`src/rtl/mfcc_frame_buffer.sv`:
```
// Frame-atomic output buffer for the MFCC pipeline: packs DCT coefficients into
// whole frames in a circular RAM and replays them over ready/valid with sop/eop.
module mfcc_frame_buffer #(
    parameter int unsigned DATA_W      = 32,
    parameter int unsigned MAX_COEFFS  = 32,
    parameter int unsigned DEPTH_WORDS = 128,
    parameter int unsigned CNT_W       = 16
) (
    input  logic                           clk,
    input  logic                           rst,
    input  logic                           flush,
    input  logic [7:0]                     num_mfcc_coeffs,
    input  logic [DATA_W-1:0]              in_data,
    input  logic                           in_valid,
    output logic [DATA_W-1:0]              out_data,
    output logic                           out_valid,
    input  logic                           out_ready,
    output logic                           out_sop,
    output logic                           out_eop,
    output logic [$clog2(DEPTH_WORDS):0]   level,
    output logic                           overflow,
    output logic [CNT_W-1:0]               drop_count
);

    localparam int unsigned AW     = $clog2(DEPTH_WORDS);
    localparam int unsigned PW     = AW + 1;
    localparam int unsigned LEN_W  = $clog2(MAX_COEFFS + 1);
    localparam int unsigned WORD_W = DATA_W + 2;

    typedef enum logic {S_IDLE, S_FILL} wr_state_t;

    wr_state_t          state;
    logic [LEN_W-1:0]   coeff_idx;
    logic [LEN_W-1:0]   len_q;
    logic               drop_q;
    logic [PW-1:0]      wr_ptr;
    logic [PW-1:0]      cmt_ptr;
    logic [PW-1:0]      rd_ptr;
    logic               ram_vld;
    logic [WORD_W-1:0]  ram_q;
    logic [WORD_W-1:0]  mem [DEPTH_WORDS];

    logic [LEN_W-1:0]   len_new;
    logic [LEN_W-1:0]   cur_len;
    logic               admit;
    logic               cur_drop;
    logic               last;
    logic               wr_en;
    logic [WORD_W-1:0]  wr_word;
    logic               commit;
    logic               hs;
    logic               adv;
    logic [PW-1:0]      avail;
    logic               fetch;
    logic [PW-1:0]      level_nxt;

    // Write-side framing, admission and read-side pipeline control
    always_comb begin
        len_new = LEN_W'(num_mfcc_coeffs);
        if (num_mfcc_coeffs == 8'd0) begin
            len_new = LEN_W'(1);
        end else if (32'(num_mfcc_coeffs) > 32'(MAX_COEFFS)) begin
            len_new = LEN_W'(MAX_COEFFS);
        end
        admit     = (32'(level) + 32'(len_new)) <= 32'(DEPTH_WORDS);
        cur_len   = (state == S_IDLE) ? len_new : len_q;
        cur_drop  = (state == S_IDLE) ? !admit : drop_q;
        last      = in_valid && (coeff_idx == cur_len - LEN_W'(1));
        wr_en     = in_valid && !cur_drop;
        wr_word   = {(state == S_IDLE), (coeff_idx == cur_len - LEN_W'(1)), in_data};
        commit    = last && !cur_drop;
        hs        = out_valid && out_ready;
        adv       = !out_valid || out_ready;
        avail     = cmt_ptr - rd_ptr;
        fetch     = (avail != '0) && (!ram_vld || adv);
        level_nxt = level + (commit ? PW'(cur_len) : PW'(0)) - PW'(hs);
    end

    // Frame storage and registered read port; stale contents are never exposed
    always_ff @(posedge clk) begin
        if (wr_en) begin
            mem[wr_ptr[AW-1:0]] <= wr_word;
        end
        if (fetch) begin
            ram_q <= mem[rd_ptr[AW-1:0]];
        end
    end

    always_ff @(posedge clk) begin
        if (rst || flush) begin
            state      <= S_IDLE;
            coeff_idx  <= '0;
            len_q      <= '0;
            drop_q     <= 1'b0;
            wr_ptr     <= '0;
            cmt_ptr    <= '0;
            rd_ptr     <= '0;
            level      <= '0;
            overflow   <= 1'b0;
            drop_count <= '0;
            ram_vld    <= 1'b0;
            out_valid  <= 1'b0;
            out_sop    <= 1'b0;
            out_eop    <= 1'b0;
            out_data   <= '0;
        end else begin
            if (in_valid) begin
                if (last) begin
                    state     <= S_IDLE;
                    coeff_idx <= '0;
                end else begin
                    state     <= S_FILL;
                    coeff_idx <= coeff_idx + LEN_W'(1);
                end
                if (state == S_IDLE) begin
                    len_q  <= len_new;
                    drop_q <= !admit;
                    if (!admit) begin
                        overflow <= 1'b1;
                        if (drop_count != '1) begin
                            drop_count <= drop_count + CNT_W'(1);
                        end
                    end
                end
            end
            if (wr_en) begin
                wr_ptr <= wr_ptr + PW'(1);
            end
            // Publishing the frame end makes the whole frame readable at once
            if (commit) begin
                cmt_ptr <= wr_ptr + PW'(1);
            end
            level <= level_nxt;
            if (fetch) begin
                rd_ptr <= rd_ptr + PW'(1);
            end
            ram_vld <= fetch || (ram_vld && !adv);
            if (adv) begin
                out_valid <= ram_vld;
                if (ram_vld) begin
                    {out_sop, out_eop, out_data} <= ram_q;
                end
            end
        end
    end

endmodule

```
`config.mk`:
```
export PLATFORM = sky130hd
export DESIGN_NAME = mfcc_frame_buffer
export DESIGN_NICKNAME = d
export VERILOG_FILES = /design/src/rtl/mfcc_frame_buffer.sv
export SDC_FILE = /design/constraint.sdc
export NUM_CORES = 2
export LEC_CHECK = 0
export ABC_CLOCK_PERIOD_IN_PS = 5800
export CELL_PAD_IN_SITES_DETAIL_PLACEMENT = 0
export CELL_PAD_IN_SITES_GLOBAL_PLACEMENT = 1
export CORE_MARGIN = 5
export CORE_UTILIZATION = 51
export CTS_CLUSTER_DIAMETER = 150
export DETAILED_ROUTE_END_ITERATION = 6
export PLACE_DENSITY = 0.86
export SLEW_MARGIN = 20
export SYNTH_ARGS = -nofsm -noshare
export SYNTH_HDL_FRONTEND = slang
export SYNTH_MEMORY_MAX_BITS = 65536
export SYNTH_SLANG_ARGS = --single-unit
```
`constraint.sdc`:
```
create_clock -name clk -period 5.8 [get_ports clk]
set_input_delay 1.45 -clock clk [delete_from_list [all_inputs] [get_ports clk]]
set_output_delay 1.45 -clock clk [all_outputs]
set_load 0.05 [all_outputs]
```
==> flow_summary.ini <==
[finish]
final_cell_mix = edfxtp_1 (4386), mux4_2 (1426), clkbuf_16 (436)
drive_above_1_share = 0.342
nets = 7706
nFillCells = 21900
syn_to_final_growth_pct = 15.3
final_area_mm2 = 0.198
multi_input_area_mm2 = 0.0372
final-seq-area_mm2 = 0.134
layout_commonest_cell = edfxtp_1

[worst_setup_path]
startpoint = num_mfcc_coeffs[5]
required_ns = 6.60
cp-end-kind = flop
startpoint_type = input pin
cp_data_arrival_time_ns = 6.24
reg2reg_depth = 20
reg2reg_slack_ns = 1.34
slowest_stage = fa_1
max_stage_delay_ns = 0.43
crit_fanout = 4
critical_path.reg2reg.startpoint = level[2]
r2r_end = level[6]
path_class = input pin to flop
crit_path_end = level[6]

[sta]
slew_viol_final = 0
rsz0062_at_grt = false
skew_ns = 0.0571
finalSetupViolCount = 0
min_period_over_period = 0.937
period_minus_slack_ns = 5.43
max_freq_ghz = 0.184
fin_setup_tns_ns = 0
tightest_slew_ns = 1.14
hold_viol_final = 0
relSlewSlack = 0.240

[synthesis]
ys_ff_latch = 4485
syn-instance-count = 7005
synth_seq_area_share = 0.780
ys_warn_count = 0
syn_area_per_cell_um2 = 24.5
ys_async_sr_fraction = 0
synth.cell_area_mm2 = 0.172
synth_enable_flop_cells = 4386
synth_fp_nets = 7084
ys_types = 69
synth_top_flop_cell = edfxtp_1

[power_and_ir_drop]
power_leakage_uw = 0.0594
ir_drop_v = 0.000317
power_density_mw_per_mm2 = 399

[detailed_routing]
drtAntennaViolNets = 0
detail_route.wl_per_cell_um = 37.3
drc_errors = 0
initialDrtViolationCount = 15400
wirelength_um = 463000
drtPass1Iterations = 7
vias = 83500
avgViaCountPerCell = 6.72

[clock_network]
cts_setup_buffers = 0
clock_latency_ns = 0.98
clkTransAtPathRegs_ns = 0.06
cts.htree.levels = 5
cts_tree = yes
clock-sinks = 4485
cts-resized-gates = 0
cts-root-buf = clkbuf_16
cts_buffers = 426
max-clock-path-buffers = 4
cts_hold_buf = 0

[floorplan]
ios = 105
dieHeight_um = 590
fp-row-count = 213
start_util = 0.511
core_area_mm2 = 0.336
die_w_um = 590
die-area_mm2 = 0.348

[placement]
dp_hpwl_um = 270000
port_buffers = 104
placed_cell_area_mm2 = 0.184
gp_congestion = 0.886

[worst_hold_path]
hold_class = flop to flop

[global_route]
met2_usage = 0.411
first_global_vias = 83300
grt_antenna_before_repair = 72
grtUsageTotal = 0.265
top_usage_layer = met2
grt_max_degree = 154
grt_pass1_wl_um = 653000
grt_util_met3 = 0.0678
overflow = 0
met1_usage = 0.375

[flow_run]
cap_violations = 0

[outcome]
status = completed
## power by group
part	internal [uW]	switching (uW)	leakage [uW]
clock	15900	12200	0.00686
combinational	6610	7930	0.0126
sequential	36000	223	0.0399
total	58400	20400	0.0594
## sequential cells by signal, summed over array words and instances, names as in the netlist, 8 cells and up
name and flops:
rd_ptr 8, out_data 32, level 8, wr_ptr 8
drop_count 16, cmt_ptr 8, mem 4352, ram_q 34
## synth_stat cells (all sizes together) (2+ instances only)
cell type	n	area share
o211ai	4	0.00020
buf	135	0.0038
o2111ai	2	0.00010
fa	2	0.00023
nor3	25	0.00073
clkinv	2	0.000044
nor4b	2	0.00010
nand2b	5	0.00018
nand4	8	0.00029
nor4	5	0.00022
ha	32	0.0023
nor2b	10	0.00036
a311oi	2	0.00010
dfxtp	99	0.012
o31ai	4	0.00020
mux2	33	0.0022
edfxtp	4386	0.77
o2111a	2	0.00013
o41ai	2	0.00010
xnor2	34	0.0017
and3	7	0.00026
o21ai	17	0.00050
a31oi	3	0.00011
mux4	1426	0.19
a21o	5	0.00022
nand3	25	0.00076
and2	5	0.00018
and3b	2	0.00010
clkbuf	231	0.0051
a22o	2	0.00010
mux2i	9	0.00053
or4	2	0.000088
or2	3	0.00011
o21a	5	0.00022
nand2	119	0.0026
a211oi	9	0.00039
xor2	15	0.00077
inv	36	0.00079
or3	4	0.00015
nand3b	7	0.00031
nor2	209	0.0046
a21oi	54	0.0016
## metal layers
layer | share of wire | vias to the layer above
met3 | 0.14 | 911
met5 | 0.00058 | -
met4 | 0.040 | 34
met1 | 0.35 | 44000
met2 | 0.47 | 7068
li1 | - | 31500
## worst max-delay path: cells and delay by family
| family | cells | cell delay, ns |
|---|---|---|
| simple gates | 7 | 0.97 |
| xor+xnor | 1 | 0.15 |
| fa+ha+maj | 4 | 1.10 |
| compound gates | 7 | 1.61 |
| buf+inv | 6 | 0.98 |
## per-stage QoR
step / total power, uW / utilization / hold WS, ns / worst slack, ns / std cells
3_5_place_dp: 51100 / 0.547 / 0.456 / -0.591 / 11600
3_3_place_gp: 50900 / 0.547 / 0.448 / -0.723 / 11600
2_1_floorplan: 45800 / - / 0.436 / -0.308 / 7005
6_report: 78800 / 0.589 / 0.463 / 0.368 / 12400
4_1_cts: 79000 / 0.589 / 0.465 / 0.391 / 12400
5_1_grt: 81100 / 0.589 / 0.489 / 0.00149 / 12400
## final cells by class
class                      instances  share of cell area
sequential                      4485               0.676
inverter                          38            0.000797
timing repair buffer             560              0.0360
tap                             4407              0.0279
clock inverter                   268              0.0137
antenna                           34            0.000430
clock buffer                     517              0.0573
multi-input combinational       2116               0.188
## how the worst min path moves through the flow
stage                  end  cells past startpoint  slack [ns]        start
2_1_floorplan   cmt_ptr[1]                      2        0.44   cmt_ptr[1]
4_1_cts        out_data[7]                      2        0.46  out_data[7]
3_5_place_dp   out_data[7]                      2        0.46  out_data[7]
6_report       out_data[4]                      2        0.46  out_data[4]
3_3_place_gp      overflow                      1        0.45     overflow
5_1_grt           overflow                      1        0.49     overflow
## logic make-up after synthesis
| group | Yosys count | share of synthesized area |
|---|---|---|
| adder cells (fa/ha/maj) | 34 | 0.00257 |
| AO/OA/AOI/OAI | 121 | 0.00448 |
| flip-flops | 4485 | 0.780 |
| multiplexers | 1468 | 0.190 |
| AND/OR/NAND/NOR | 444 | 0.0113 |
| buffers and inverters | 404 | 0.00965 |
| XOR/XNOR | 49 | 0.00250 |
No activity file was read; power rests on OpenSTA's default activity.
